$ cat src/rtl/pc_fetch_unit.sv
`default_nettype none
// ============================================================================
// Module      : pc_fetch_unit
// Description : Architectural PC register with imem request handshake, stall,
//               redirect and sticky misaligned-target error.
// Revision    : 1.0 - initial release
// ============================================================================
module pc_fetch_unit #(
    parameter logic [31:0] RESET_PC = 32'h0000_0000,
    parameter int unsigned PC_STEP  = 4
) (
    input  logic        clk,
    input  logic        reset,
    input  logic        stall,
    input  logic        redirect_valid,
    input  logic [31:0] redirect_target,
    input  logic        imem_ready,
    output logic        imem_req,
    output logic [31:0] pc_out,
    output logic [31:0] pc_plus4,
    output logic        fetch_valid,
    output logic [31:0] fetched_pc,
    output logic        misalign_err
);

    localparam logic [31:0] c_pc_step = PC_STEP[31:0];

    typedef enum logic [1:0] {
        S_BOOT  = 2'd0,
        S_FETCH = 2'd1,
        S_HALT  = 2'd2
    } state_t;

    state_t      state_q, state_d;
    logic [31:0] pc_q, pc_d;
    logic [31:0] fetched_pc_q, fetched_pc_d;
    logic        fetch_valid_q, fetch_valid_d;
    logic        err_q, err_d;
    logic        w_target_misaligned;

    assign w_target_misaligned = |redirect_target[1:0];

    always_ff @(posedge clk) begin
        if (reset) begin
            state_q       <= S_BOOT;
            pc_q          <= RESET_PC;
            fetched_pc_q  <= 32'h0000_0000;
            fetch_valid_q <= 1'b0;
            err_q         <= 1'b0;
        end else begin
            state_q       <= state_d;
            pc_q          <= pc_d;
            fetched_pc_q  <= fetched_pc_d;
            fetch_valid_q <= fetch_valid_d;
            err_q         <= err_d;
        end
    end

    always_comb begin
        state_d       = state_q;
        pc_d          = pc_q;
        fetched_pc_d  = fetched_pc_q;
        fetch_valid_d = 1'b0;
        err_d         = err_q;
        case (state_q)
            S_BOOT: begin
                state_d = S_FETCH;
            end
            S_FETCH: begin
                // Redirect wins over stall and abandons any in-flight request.
                if (redirect_valid) begin
                    if (w_target_misaligned) begin
                        err_d   = 1'b1;
                        state_d = S_HALT;
                    end else begin
                        pc_d = redirect_target;
                    end
                end else if (!stall && imem_ready) begin
                    fetched_pc_d  = pc_q;
                    fetch_valid_d = 1'b1;
                    pc_d          = pc_q + c_pc_step;
                end
            end
            S_HALT: begin
                state_d = S_HALT;
            end
            default: begin
                state_d = S_HALT;
            end
        endcase
    end

    // Request depends only on registered state and stall, never on data paths.
    assign imem_req     = (state_q == S_FETCH) & ~stall;
    assign pc_out       = pc_q;
    assign pc_plus4     = pc_q + c_pc_step;
    assign fetch_valid  = fetch_valid_q;
    assign fetched_pc   = fetched_pc_q;
    assign misalign_err = err_q;

endmodule
`default_nettype wire

$ cat config.mk
export PLATFORM = sky130hd
export DESIGN_NAME = pc_fetch_unit
export DESIGN_NICKNAME = d
export VERILOG_FILES = /design/src/rtl/pc_fetch_unit.sv
export SDC_FILE = /design/constraint.sdc
export NUM_CORES = 1
export LEC_CHECK = 0
export ABC_AREA = 1
export CORE_ASPECT_RATIO = 0.7
export CORE_MARGIN = 2
export CORE_UTILIZATION = 30
export CTS_BUF_LIST = sky130_fd_sc_hd__clkbuf_2 sky130_fd_sc_hd__clkbuf_4 sky130_fd_sc_hd__clkbuf_8
export DETAILED_ROUTE_END_ITERATION = 7
export PLACE_DENSITY = 0.68
export SYNTH_ARGS = -nofsm -noshare
export SYNTH_HDL_FRONTEND = slang
export SYNTH_SLANG_ARGS = --single-unit
$ cat constraint.sdc
create_clock -name clk -period 1.4 [get_ports clk]
set_input_delay 0.21 -clock clk [delete_from_list [all_inputs] [get_ports clk]]
set_output_delay 0.21 -clock clk [all_outputs]
set_load 0.05 [all_outputs]
==> flow_summary.html <==
<table>
<tr><th>Metric</th><th>Value</th></tr>
<tr><th colspan="2">Synthesis</th></tr>
<tr><td>Post-synthesis cell area</td><td>3460 µm²</td></tr>
<tr><td>Post-synthesis cell type with the largest combined area</td><td>dfxtp_1</td></tr>
<tr><td>Sequential cell area fraction in the yosys report</td><td>between 30% and 40%</td></tr>
<tr><td>Register bit total from synthesis</td><td>68</td></tr>
<tr><td>Yosys warnings</td><td>0</td></tr>
<tr><td>Count of different cell masters after synthesis</td><td>27</td></tr>
<tr><td>Area share of the largest cell type after synthesis</td><td>between 30 and 40%</td></tr>
<tr><td>Synthesized instance count</td><td>500</td></tr>
<tr><td>Synthesized netlist net count</td><td>538</td></tr>
<tr><td>Post-synthesis area per instance</td><td>6.93 µm²</td></tr>
<tr><td>Cell types with the largest area share after synthesis</td><td>dfxtp_1, nand2_1, nor2_1, o21ai_0, a21oi_1</td></tr>
<tr><th colspan="2">Routing</th></tr>
<tr><td>Detail-routed net length per standard cell</td><td>16.2 µm</td></tr>
<tr><td>Number of vias per cell</td><td>4.85</td></tr>
<tr><td>Drc violations</td><td>0</td></tr>
<tr><td>Vias</td><td>4,193</td></tr>
<tr><td>Total length of routed wires</td><td>about 14 mm</td></tr>
<tr><td>Number of antenna-violating nets in the routed design</td><td>0</td></tr>
<tr><td>Initial DRT Pass Iterations</td><td>4</td></tr>
<tr><td>First DRT Iteration DRCs</td><td>between 200 and 250</td></tr>
<tr><th colspan="2">Setup path</th></tr>
<tr><td>Worst EP arrival</td><td>between 1500 and 2000 ps</td></tr>
<tr><td>Crit path kind</td><td>flip-flop to output port</td></tr>
<tr><td>Type of origin of the critical path</td><td>flip-flop</td></tr>
<tr><td>Highest net fanout along the worst path</td><td>5</td></tr>
<tr><td>WP data required</td><td>1190 ps</td></tr>
<tr><td>Crit end category</td><td>output port</td></tr>
<tr><th colspan="2">Clock network</th></tr>
<tr><td>Clock Latency Late Sink</td><td>between 300 and 400 ps</td></tr>
<tr><td>Number of clock sinks seen by CTS</td><td>68</td></tr>
<tr><td>Clk root buf</td><td>clkbuf_8</td></tr>
<tr><td>Clock edge transition at the registers on the reported setup and hold paths</td><td>about 80 ps</td></tr>
<tr><td>Number of hold-repair buffers added at the cts stage</td><td>0</td></tr>
<tr><td>Maximum buffer depth of the clock tree</td><td>2</td></tr>
<tr><td>Number of CTS-inserted buffers</td><td>9</td></tr>
<tr><td>CTS tree</td><td>built</td></tr>
<tr><td>Number of levels the H-tree was split into</td><td>3</td></tr>
<tr><th colspan="2">Global routing</th></tr>
<tr><td>Largest net degree at the start of global routing</td><td>33</td></tr>
<tr><td>First-pass GRT wire length</td><td>22.6 mm</td></tr>
<tr><td>Combined global-route utilization of all metal layers</td><td>23.2%</td></tr>
<tr><td>Total congestion overflow after global routing</td><td>0</td></tr>
<tr><td>Via count of the first global-routing pass</td><td>4,354</td></tr>
<tr><td>Number of antenna violations at the first check in global routing</td><td>0</td></tr>
<tr><th colspan="2">Layout</th></tr>
<tr><td>Fraction of final layout cells sized beyond drive strength 1</td><td>49.0%</td></tr>
<tr><td>Sequential cell area</td><td>1400 µm²</td></tr>
<tr><td># diodes</td><td>0</td></tr>
<tr><td>Net count reported at finish</td><td>745</td></tr>
<tr><td>Number of inserted filler cells in the final layout</td><td>slightly below 900</td></tr>
<tr><td>Fraction of the core area covered by cells at the end of the flow</td><td>approximately two thirds</td></tr>
<tr><td>Cell area after layout</td><td>7570 µm²</td></tr>
<tr><td>Area growth from synthesis to final layout</td><td>119%</td></tr>
<tr><td>Multi-input logic area</td><td>2530 µm²</td></tr>
<tr><th colspan="2">Outcome</th></tr>
<tr><td>Violations in the final reports</td><td>setup timing</td></tr>
<tr><td>Result of the run</td><td>finished with violations</td></tr>
<tr><th colspan="2">Placement</th></tr>
<tr><td>Gpl congestion</td><td>slightly below 1</td></tr>
<tr><td>Cell area reported after detailed placement</td><td>~6800 µm²</td></tr>
<tr><td>Number of input and output port buffers inserted</td><td>135</td></tr>
<tr><td>Post-DP HPWL</td><td>10.3 mm</td></tr>
<tr><th colspan="2">Floorplan</th></tr>
<tr><td>Overall die area</td><td>12,400 µm²</td></tr>
<tr><td>Core area</td><td>11,100 µm²</td></tr>
<tr><td>Number of standard-cell rows in the floorplan</td><td>32</td></tr>
<tr><td>Die Ht</td><td>~94 µm</td></tr>
<tr><td>Starting density of the core</td><td>31.1%</td></tr>
<tr><td>Boundary pin count</td><td>approximately 140</td></tr>
<tr><td>Horizontal extent of the die</td><td>132 µm</td></tr>
<tr><th colspan="2">Timing</th></tr>
<tr><td>Headroom to the max-slew limit</td><td>73.1%</td></tr>
<tr><td>Final min period</td><td>2010 ps</td></tr>
<tr><td>Final Hold Fails</td><td>0</td></tr>
<tr><td>RSZ-0062 raised after global routing</td><td>true</td></tr>
<tr><td>Worst hold slack</td><td>410 ps</td></tr>
<tr><td>Highest achievable clock rate</td><td>between 400 and 500 MHz</td></tr>
<tr><td>Final Max Slew Viols</td><td>0</td></tr>
<tr><td>Count of endpoints failing setup in the final report</td><td>55</td></tr>
<tr><td>Crit path setup slack, layout</td><td>-614 ps</td></tr>
<tr><td>Sum Neg Setup Slack</td><td>-18,120 ps</td></tr>
<tr><td>Fin crit share</td><td>144%</td></tr>
<tr><td>Setup skew after layout</td><td>approximately 12 ps</td></tr>
<tr><td>Pin slew with the least headroom to its limit</td><td>404 ps</td></tr>
<tr><th colspan="2">Worst hold path</th></tr>
<tr><td>Kind of path behind the tightest hold check</td><td>primary input to flip-flop</td></tr>
<tr><th colspan="2">Power and ir drop</th></tr>
<tr><td>Largest vdd supply drop</td><td>502 µV</td></tr>
<tr><td>Static power due to leakage</td><td>2.94 nW</td></tr>
<tr><td>Pwr per Cell Area</td><td>between 700 and 800 nW/µm²</td></tr>
<tr><th colspan="2">Flow run</th></tr>
<tr><td>Max-cap violations</td><td>0</td></tr>
</table>
[where the power goes]
part,internal (mW),switching (mW)
sequential,2.02,0.0904
combinational,0.888,0.988
clock,0.673,0.799
total,3.58,1.88
[worst max-delay path, stage by stage, from the launching register on]
cell and delay [ps]:
dfxtp_4 380, clkinvlp_4 120, nor2_4 160, nand2_4 110
nor2_4 250, nand2_1 110, nand2_2 90, nand2_4 60
buf_12 150
[per-stage QoR]
stage | setup WS, ps | instances | power [mW]
2_1_floorplan | -588 | 500 | 2.95
3_3_place_gp | -299 | 829 | 3.85
3_5_place_dp | -391 | 829 | 3.88
4_1_cts | -640 | 858 | 5.42
5_1_grt | -702 | 865 | 5.67
6_report | -614 | 865 | 5.46
[repair_timing]
action                     4_1_cts  5_1_grt
resized for setup               47       59
pin swaps                       29       35
cloned                           2        0
setup endpoints to repair       57       69
buffers inserted                13        8
[per-layer routing]
layer	part of all wire, %	wire (µm)	vias up	global-route usage (%)
li1	-	-	2035	-
met2	47	6560	137	36.9
met5	0	0	-	0
met4	1.7	234	0	6.72
met1	45	6330	2004	30.2
met3	6.6	931	17	7.28
[kinds of logic after synthesis]
| logic type | share of synthesized area, % |
|---|---|
| flip-flops | 39.3 |
| XOR/XNOR | 5.09 |
| AO/OA/AOI/OAI | 18.6 |
| adder cells (fa/ha/maj) | 0.361 |
| AND/OR/NAND/NOR | 30.7 |
| buffers and inverters | 5.92 |
[cell usage after synthesis, drive strengths merged]
library cell	count
a211oi	1
a21oi	57
a31oi	6
and2	3
buf	13
clkbuf	13
dfxtp	68
ha	1
inv	23
nand2	120
nand3	7
nand3b	8
nand4	1
nor2	101
o21ai	62
or2	1
xnor2	4
xor2	11
[final timing paths]
kind                                    startpoint      endpoint  slack (ps)  cells past startpoint
worst min-delay path            redirect_target[6]     pc_out[6]         410                      3
worst min register to register          state_q[1]    state_q[1]         490                      2
worst max register to register           pc_out[2]    pc_out[26]        -220                     10
worst max-delay path                     pc_out[2]  pc_plus4[19]        -610                      8
[cell usage in the layout, fill, tap and decap left out, types with 6 or more instances in the layout]
cell / synthesis / routed
nand2_2: 5 / 34
a21oi_1: 57 / 40
buf_4: 2 / 67
inv_1: 21 / 18
nor2_1: 87 / 77
dfxtp_2: 0 / 15
buf_6: 0 / 9
a31oi_1: 6 / 6
clkdlybuf4s50_1: 0 / 36
dfxtp_1: 68 / 47
buf_12: 0 / 107
nand2_1: 113 / 66
nor2_2: 6 / 12
o21ai_0: 61 / 57
dfxtp_4: 0 / 6
nor2_4: 8 / 12
clkbuf_8: 0 / 9
nand2_4: 2 / 20
nand3b_1: 8 / 8
xor2_4: 0 / 11
a21oi_2: 0 / 17
[area by class of cell]
class	count	area share [%]
clock inverter	5	0.380
multi-input combinational	383	33.4
inverter	23	1.39
clock buffer	11	1.83
timing repair buffer	222	42.0
sequential	68	18.5
tap	153	2.53
[sequential cells by signal, indices dropped and copies added (netlist names)]
register	cells
fetch_valid	1
fetched_pc	32
state_q	2
misalign_err	1
pc_out	32
(Power assumes the default switching activity.)
